===== config.mk =====
export PLATFORM = sky130hd
export DESIGN_NAME = jpeg_blk_sched
export DESIGN_NICKNAME = d
export VERILOG_FILES = /design/src/rtl/jpeg_blk_sched_pkg.sv /design/src/rtl/jpeg_blk_seq.sv /design/src/rtl/jpeg_blk_sched.sv
export SDC_FILE = /design/constraint.sdc
export NUM_CORES = 1
export LEC_CHECK = 0
export BUFFER_PORTS_ARGS = -buffer_cell sky130_fd_sc_hd__buf_2
export CAP_MARGIN = 30
export CORE_MARGIN = 2
export CORE_UTILIZATION = 54
export CTS_CLUSTER_SIZE = 10
export DETAILED_ROUTE_END_ITERATION = 10
export GPL_TIMING_DRIVEN = 0
export HOLD_SLACK_MARGIN = 0.05
export PLACE_DENSITY = 0.78
export SLEW_MARGIN = 20
export SYNTH_ARGS = -nofsm -noshare
export SYNTH_HDL_FRONTEND = slang
export SYNTH_HIERARCHICAL = 1
export SYNTH_SLANG_ARGS = --single-unit

===== constraint.sdc =====
create_clock -name clk_i -period 3.7 [get_ports clk_i]
set_clock_uncertainty 0.15 [all_clocks]
set_input_delay 0.74 -clock clk_i [delete_from_list [all_inputs] [get_ports clk_i]]
set_output_delay 0.74 -clock clk_i [all_outputs]
set_load 0.01 [all_outputs]

===== src/rtl/jpeg_blk_sched_pkg.sv =====
// rtl/jpeg_blk_sched_pkg.sv - shared encodings and defaults for the JPEG block scheduler
package jpeg_blk_sched_pkg;

  localparam int SLOTS_DEFAULT = 4;
  localparam int BEATS_DEFAULT = 64;

  // Per-slot state in the coefficient buffer; a slot being filled is FREE
  localparam logic [1:0] SLOT_FREE     = 2'd0;
  localparam logic [1:0] SLOT_READY    = 2'd1;
  localparam logic [1:0] SLOT_DRAINING = 2'd2;

  // Read sequencer states
  localparam logic [1:0] SEQ_IDLE   = 2'd0;
  localparam logic [1:0] SEQ_SETUP  = 2'd1;
  localparam logic [1:0] SEQ_ACTIVE = 2'd2;

endpackage


===== src/rtl/jpeg_blk_seq.sv =====
// rtl/jpeg_blk_seq.sv - read FSM and beat counter for one block drain
module jpeg_blk_seq
  import jpeg_blk_sched_pkg::*;
#(
  parameter int BEATS = BEATS_DEFAULT
) (
  input  logic                     clk_i,
  input  logic                     rst_i,
  input  logic                     clear_i,
  input  logic                     slot_ready_i,
  input  logic                     accept_i,
  output logic                     start_o,
  output logic                     done_o,
  output logic                     setup_o,
  output logic                     valid_o,
  output logic                     last_o,
  output logic [$clog2(BEATS)-1:0] idx_o
);

  localparam int IW = $clog2(BEATS);
  localparam logic [IW-1:0] LAST_IDX = IW'(BEATS - 1);

  logic [1:0]    state_q, state_d;
  logic [IW-1:0] idx_q, idx_d;

  // Next-state: IDLE waits for a READY slot, SETUP lasts one cycle, ACTIVE walks the beats
  always_comb begin
    state_d = state_q;
    idx_d   = idx_q;
    start_o = 1'b0;
    done_o  = 1'b0;
    case (state_q)
      SEQ_IDLE: begin
        if (slot_ready_i) begin
          state_d = SEQ_SETUP;
          idx_d   = '0;
          start_o = 1'b1;
        end
      end
      SEQ_SETUP: state_d = SEQ_ACTIVE;
      SEQ_ACTIVE: begin
        if (accept_i) begin
          if (idx_q == LAST_IDX) begin
            state_d = SEQ_IDLE;
            idx_d   = '0;
            done_o  = 1'b1;
          end else begin
            idx_d = idx_q + IW'(1);
          end
        end
      end
      default: state_d = SEQ_IDLE;
    endcase
    if (clear_i) begin
      state_d = SEQ_IDLE;
      idx_d   = '0;
    end
  end

  // State registers with synchronous active-low reset
  always_ff @(posedge clk_i) begin
    if (!rst_i) begin
      state_q <= SEQ_IDLE;
      idx_q   <= '0;
    end else begin
      state_q <= state_d;
      idx_q   <= idx_d;
    end
  end

  assign setup_o = (state_q == SEQ_SETUP);
  assign valid_o = (state_q == SEQ_ACTIVE);
  assign last_o  = valid_o && (idx_q == LAST_IDX);
  assign idx_o   = idx_q;

endmodule


===== src/rtl/jpeg_blk_sched.sv =====
// rtl/jpeg_blk_sched.sv - coefficient buffer slot scheduler between block writer and reader
module jpeg_blk_sched
  import jpeg_blk_sched_pkg::*;
#(
  parameter int SLOTS = SLOTS_DEFAULT,
  parameter int BEATS = BEATS_DEFAULT
) (
  input  logic                     clk_i,
  input  logic                     rst_i,
  input  logic                     img_start_i,
  input  logic                     wr_eob_i,
  output logic                     wr_ready_o,
  output logic [$clog2(SLOTS)-1:0] wr_slot_o,
  input  logic                     rd_accept_i,
  output logic                     rd_valid_o,
  output logic [$clog2(SLOTS)-1:0] rd_slot_o,
  output logic [$clog2(BEATS)-1:0] rd_idx_o,
  output logic                     rd_last_o,
  output logic                     rd_setup_o,
  output logic [$clog2(SLOTS):0]   occupancy_o,
  output logic [15:0]              blk_count_o
);

  localparam int SW = $clog2(SLOTS);

  logic [SLOTS-1:0][1:0] slot_q, slot_d;
  logic [SW-1:0]         wr_ptr_q, wr_ptr_d;
  logic [SW-1:0]         rd_ptr_q, rd_ptr_d;
  logic [SW:0]           occ_q, occ_d;
  logic [15:0]           blk_q, blk_d;

  logic wr_fire;
  logic seq_start;
  logic seq_done;

  assign wr_ready_o = (slot_q[wr_ptr_q] == SLOT_FREE);
  assign wr_fire    = wr_eob_i && wr_ready_o;

  jpeg_blk_seq #(
    .BEATS(BEATS)
  ) u_seq (
    .clk_i       (clk_i),
    .rst_i       (rst_i),
    .clear_i     (img_start_i),
    .slot_ready_i(slot_q[rd_ptr_q] == SLOT_READY),
    .accept_i    (rd_accept_i),
    .start_o     (seq_start),
    .done_o      (seq_done),
    .setup_o     (rd_setup_o),
    .valid_o     (rd_valid_o),
    .last_o      (rd_last_o),
    .idx_o       (rd_idx_o)
  );

  // Slot bookkeeping; write and read touch different slots since one needs FREE and the other READY/DRAINING
  always_comb begin
    slot_d   = slot_q;
    wr_ptr_d = wr_ptr_q;
    rd_ptr_d = rd_ptr_q;
    occ_d    = occ_q;
    blk_d    = blk_q;
    if (wr_fire) begin
      slot_d[wr_ptr_q] = SLOT_READY;
      wr_ptr_d         = wr_ptr_q + SW'(1);
    end
    if (seq_start) begin
      slot_d[rd_ptr_q] = SLOT_DRAINING;
    end
    if (seq_done) begin
      slot_d[rd_ptr_q] = SLOT_FREE;
      rd_ptr_d         = rd_ptr_q + SW'(1);
      blk_d            = blk_q + 16'd1;
    end
    case ({wr_fire, seq_done})
      2'b10:   occ_d = occ_q + (SW + 1)'(1);
      2'b01:   occ_d = occ_q - (SW + 1)'(1);
      default: occ_d = occ_q;
    endcase
    if (img_start_i) begin
      slot_d   = '0;
      wr_ptr_d = '0;
      rd_ptr_d = '0;
      occ_d    = '0;
      blk_d    = '0;
    end
  end

  // Bookkeeping registers with synchronous active-low reset
  always_ff @(posedge clk_i) begin
    if (!rst_i) begin
      slot_q   <= '0;
      wr_ptr_q <= '0;
      rd_ptr_q <= '0;
      occ_q    <= '0;
      blk_q    <= '0;
    end else begin
      slot_q   <= slot_d;
      wr_ptr_q <= wr_ptr_d;
      rd_ptr_q <= rd_ptr_d;
      occ_q    <= occ_d;
      blk_q    <= blk_d;
    end
  end

  assign wr_slot_o   = wr_ptr_q;
  assign rd_slot_o   = rd_ptr_q;
  assign occupancy_o = occ_q;
  assign blk_count_o = blk_q;

endmodule

## Yosys cells after proc, flatten, opt, wreduce, memory -nomap -nowiden

Index checks and enable logic that the tools add are counted.

| operators by class | value |
|---|---|
| add/sub/neg operators | 6 |
| $lt $le $gt $ge | 4 |
| equal/unequal tests | 9 |
| muxes and demuxes | 25 |
| bitwise operators | 9 |
| reduce and logical (&&, ||, !) cells | 11 |

Operators by type and width:

| operator | count |
|---|---|
| $mux W8 | 3 |
| $mux W6 | 3 |
| $add A16 B1 Y16 const B | 1 |
| $mux W2 | 7 |
| $pmux W6 S2 | 1 |
| $and A4 B4 Y4 | 2 |
| $and A8 B8 Y8 | 1 |
| $bmux W2 S2 | 2 |
| $demux W2 S2 | 2 |
| $not A4 Y4 | 2 |
| $not A8 Y8 | 1 |
| $or A4 B4 Y4 | 2 |
| $add A6 B1 Y6 const B | 1 |
| $eq A2 B1 Y1 const B | 3 |
| $eq A6 B6 Y1 const B | 1 |
| $lt A2 B3 Y1 const B | 2 |
| $pmux W2 S3 | 1 |
| $pmux W3 S2 | 1 |
| $reduce_and A3 Y1 | 2 |
| $mux W1 | 5 |
| $add A2 B1 Y2 const B | 2 |
| $eq A2 B2 Y1 const B | 2 |
| $ge A2 B1 Y1 const B | 2 |
| $logic_and A1 B1 Y1 | 4 |
| 8 further kinds | 11 |

| word-level totals | value |
|---|---|
| bits in registers | 39 |
| input bits | 5 |
| output and inout port bits | 33 |
| logic and storage cells | 74 |

## Depth between registers and ports, before layout

| logic depth | value |
|---|---|
| depth after elaboration | 11 |
| depth in mapped cells | 11 |
| gate-level depth less buffers | 10 |

## By module

Netlist, hierarchy kept.

By module, submodules not included:

| module | times used | cells an instance | area each (µm²) | seq. area each (µm²) |
|---|---|---|---|---|
| jpeg_blk_sched | 1 | 180 | 1519.0 | 620.6 |
| jpeg_blk_seq | 1 | 54 | 432.9 | 160.2 |

## Least setup slack after synthesis

OpenSTA, ideal clock, no wires.

| timing path | value |
|---|---|
| path type | reg-to-reg |
| start point | register wr_ptr_q[1], in the netlist wr_slot_o[1] |
| end point | register occ_q[2], in the netlist occupancy_o[2] |
| setup time | 0.071 ns |
| arrival | 2.541 ns |
| data required time | 3.479 ns |
| setup slack | 0.939 ns |
| cell stages (with the launch flop) | 12 |
| path buffers | 1 |
| clock period less this slack | 2.761 ns |
| cell sequence | dfxtp_1 inv_2 mux4_2 and2_4 buf_6 inv_1 ha_1 inv_1 fa_1 xor2_1 or3_1 a21oi_1 |

| between the ends | value |
|---|---|
| cells in the longest elaborated chain, start to end | 6 |
| elaborated cells between the ends (all ways) | 8 |
| those cells by class | eq/ne (2); mux (3); reduce/logical (3) |

RTL lines:

| what | RTL line | RTL |
|---|---|---|
| start: declaration | jpeg_blk_sched.sv:27 | `logic [SW-1:0] wr_ptr_q, wr_ptr_d;` |
| start signal: assignment | jpeg_blk_sched.sv:98 | `wr_ptr_q <= wr_ptr_d;` |
| $bmux W2 S2 (*) | jpeg_blk_sched.sv:36 | `assign wr_ready_o = (slot_q[wr_ptr_q] == SLOT_FREE);` |
| $mux W2 (not written as such) (*) | jpeg_blk_sched.sv:36 |  |
| $logic_not A2 Y1 (*) | jpeg_blk_sched.sv:36 |  |
| net wr_ready_o | jpeg_blk_sched.sv:12 | `output logic wr_ready_o,` |
| $logic_and A1 B1 Y1 (*) | jpeg_blk_sched.sv:37 | `assign wr_fire = wr_eob_i && wr_ready_o;` |
| $eq A2 B1 Y1 or $eq A2 B2 Y1 (tied branches) | jpeg_blk_sched.sv:74 | `case ({wr_fire, seq_done})` |
| $pmux W3 S2 or $reduce_bool A2 Y1 (tied branches) | - |  |
| end signal: assignment | jpeg_blk_sched.sv:94 | `occ_q <= '0;` |
| end signal: assignment | jpeg_blk_sched.sv:100 | `occ_q <= occ_d;` |
| end: declaration | jpeg_blk_sched.sv:29 | `logic [SW:0] occ_q, occ_d;` |

Mark *: on every way through the listed nets, which the timed path passes. The rest lies on a longest branch. The select of a mux whose other input is x is not followed.
A chain may end at the register's enable or synchronous reset.

## Worst setup path after layout

| timing path | value |
|---|---|
| start point | register wr_ptr_q[1], in the netlist wr_slot_o[1] |
| end point | register occ_q[2], in the netlist occupancy_o[2] |

| between the ends | value |
|---|---|
| cells in the longest elaborated chain, start to end | 6 |
| elaborated cells between the ends (all ways) | 8 |
| those cells by class | eq/ne (2); mux (3); reduce/logical (3) |

RTL lines:

| what | RTL line |
|---|---|
| $bmux W2 S2 (*) | jpeg_blk_sched.sv:36 |
| $mux W2 (not written as such) (*) | jpeg_blk_sched.sv:36 |
| $logic_not A2 Y1 (*) | jpeg_blk_sched.sv:36 |
| $logic_and A1 B1 Y1 (*) | jpeg_blk_sched.sv:37 |
| $eq A2 B1 Y1 or $eq A2 B2 Y1 (tied branches) | jpeg_blk_sched.sv:74 |
| $pmux W3 S2 or $reduce_bool A2 Y1 (tied branches) | - |

Mark *: on every way between the ends. The rest lies on a longest branch, timed or not. The select of a mux whose other input is x is not followed.

==> metrics.md <==
| Metric | Value |
|---|---|
| TritonCTS clock tree | `built` |
| Adder-cell area share of the yosys netlist | `between 8 and 9%` |
| Total CTS buffers | `5` |
| Die height | `64.12 um` |
| Layout cells sized above 1 | `19.35%` |
| I/O Pins | `38` |
| DP Worst Slack | `~0.85 ns` |
| CTS Hold Buffers Added | `0` |
| Slowest-stage cell, CP | `mux4_2` |
| Combinational family with the most area after synthesis | `simple AND/OR/NAND/NOR gates` |
| Clock slew at reported path FFs | `roughly 0.11 ns` |
| Maximum vdd ir drop | `209.6 uV` |
| FF+latch count, synth | `39` |
| Fillers | `about 300` |
| Seq/Total Area, Yosys | `between 30% and 40%` |
| Most common cell after layout, fill and taps aside | `dfxtp_1` |
| Most frequent cells in the layout | `dfxtp_1 (39), buf_2 (37), nor2_1 (35)` |
| DR WL/cell | `roughly 12 um` |
| Clk_lat worst skew | `around 0.35 ns` |
| Max-slew violations | `0` |
| Leakage power | `around 0.93 nW` |
| Row count | `21` |
| Vias | `1732` |
| Drt first pass iters | `4` |
| Setup TNS | `0 ns` |
| XOR/XNOR share of the synthesized area | `7.179%` |
| Synth Area in Compound Gates | `around an eighth` |
| Core area | `approximately 3400 um^2` |
| Clock root buffer | `clkbuf_4` |
| Largest net degree at the start of global routing | `13` |
| Max Root-Sink Buffers | `2` |
| Post-DR vias/cell | `5.329` |
| Most common flop cell mapped by yosys | `dfxtp_1` |
| First-pass GRT wire length | `6900 um` |
| Fmax | `between 300 and 400 MHz` |
| Number of enable flip-flop cells after synthesis | `0` |
| Final Hold Fails | `0` |
| Die area | `4111 um^2` |
| Worst Path Required | `between 3 and 4 ns` |
| H-tree depth | `2` |
| CP arrival | `roughly 3.0 ns` |
| Worst setup margin | `around 0.83 ns` |
| Initial antenna violation count | `0` |
| Initial Util | `approximately 57%` |
| Slew @ Worst Pin | `about 0.54 ns` |
| Final setup vio count | `0` |
| Synth warn | `6` |
| Cts repair resizes | `0` |
| CP startpoint kind | `flip-flop` |
| Final WL | `3890 um` |
| Multi-input gate area | `approximately 1100 um^2` |
| Clock Sinks | `39` |
| GRT Util Overall | `between 20% and 30%` |
| Tmin final | `roughly 2.9 ns` |
| Setup Buffers After CTS | `0` |
| Overflow after GRT | `0` |
| Fraction of registers with async set/reset | `0%` |
| Power Density | `roughly 340 nW/um^2` |
| Slew HR | `63.81%` |
| Worst path max stage delay | `~0.60 ns` |
| Mapped Area | `1952 um^2` |
| DP HPWL | `2806 um` |
| CP Capture Type | `flip-flop` |
| Syn Inst Count | `about 230` |
| Post-Synth Simple-Gate Area | `between 20% and 30%` |
| Drt drc | `0` |
| Placer Congestion | `about 0.8` |
| Fin crit share | `77.61%` |
| Worst Hold Class | `flip-flop to flip-flop` |
| # diodes | `0` |
| Status | `completed` |
| Syn_area_per_cell | `~8.3 um^2` |
| Post-Syn Nets | `251` |
| RSZ-0062 raised after global routing | `no` |
| I/O Buffers | `37` |
| Worst Path Class, Setup | `flip-flop to flip-flop` |
| Initial drt markers | `100` |
| Mux contribution to synthesized area | `between 2 and 2.5%` |
| Maxcap violations | `0` |
| Die width | `about 64 um` |
| Register area | `roughly 800 um^2` |
| # nets final | `just under 300` |
| Vias in the first global route | `1525` |
| Worst-path cell chain | `inv_2 -> mux4_2 -> and2_4 -> buf_6 -> inv_1 -> ha_1 -> inv_1 -> fa_1 -> xor2_1 -> or3_1 -> a21oi_1` |
| CP max FO | `8` |
| Synth unique cells | `between 40 and 50` |
| Top cell by count, worst path | `inv_1` |
| ANT nets after route | `0` |
| Area grow syn2layout | `16.86%` |
synthesized netlist by cell type (all sizes together) (4+ instances only):
cell type,n,area (um^2)
xnor2,10,87.58
xor2,6,52.55
clkbuf,4,15.01
nand2b,4,32.53
nor2,35,131.4
a21oi,16,80.08
o21ai,9,45.04
nand3,8,40.04
nand4,7,43.79
dfxtp,39,780.8
a31oi,10,62.56
ha,11,137.6
nor3,5,25.02
inv,18,67.56
nand2,23,86.33
cell families (layout without fill, tap and decap cells):
| logic type | Yosys count | in the layout |
|---|---|---|
| compound gates | 42 | 42 |
| flops | 39 | 39 |
| fa+ha+maj | 12 | 12 |
| mux | 3 | 3 |
| simple gates | 98 | 98 |
| xor+xnor | 16 | 16 |
| buf+inv | 24 | 69 |
worst paths after layout:
path / from / to / slack [ns] / depth (start not counted)
setup reg to reg: wr_slot_o[1] / occupancy_o[2] / 0.83 / 11
setup / recovery: wr_slot_o[1] / occupancy_o[2] / 0.83 / 11
hold reg to reg: occupancy_o[2] / occupancy_o[2] / 0.34 / 2
hold / removal: occupancy_o[2] / occupancy_o[2] / 0.34 / 2
report_power, final:
group | switching, mW | leakage, nW | internal [mW]
clock network | 0.141 | 0.0482 | 0.160
registers | 0.00292 | 0.315 | 0.423
logic | 0.0301 | 0.566 | 0.0187
total | 0.174 | 0.928 | 0.601
metal layers:
metal / GRT usage (%) / vias to the layer above / routed length (um)
li1: - / 888 / -
met1: 28.38 / 814 / 1919
met2: 32.94 / 25 / 1754
met3: 5.986 / 5 / 156
met4: 7.979 / 0 / 60
met5: 0 / - / 0
worst max-delay path: cells and delay by family, from the launching register on:
family,cells,cell delay (ns)
AOI/OAI and AO/OA,1,0.13
buffers and inverters,4,0.35
muxes,1,0.60
xor gates and xnor gates,1,0.16
DFF,1,0.37
adders and majority gates,2,0.55
and+or+nand+nor,2,0.50
per-stage QoR:
step	std cells	hold WS, ns	area [um^2]	util (%)	total power, mW
floorplan	234	0.3092	1952	-	0.4686
CTS	325	0.3469	2281	66.78	0.7851
global route	325	0.3788	2281	66.78	0.8097
global placement	317	0.3159	2195	64.25	0.4833
detailed placement	317	0.3298	2195	64.25	0.4837
finish	325	0.3435	2281	66.78	0.7754
flip-flops by register name, summed over array words and instances, names as in the netlist:
name	flops
blk_count_o	16
slot_q	8
u_seq/idx_o	6
occupancy_o	3
rd_slot_o	2
u_seq/state_q	2
wr_slot_o	2
cell type report:
cell class | count | area share [%]
Buffer | 6 | 1.646
Clock buffer | 6 | 2.249
Clock inverter | 2 | 1.536
Inverter | 18 | 2.962
Multi-Input combinational cell | 171 | 46.74
Sequential cell | 39 | 34.23
Tap cell | 46 | 2.523
Timing Repair Buffer | 37 | 8.118
No activity file was read; power rests on OpenSTA's default activity.
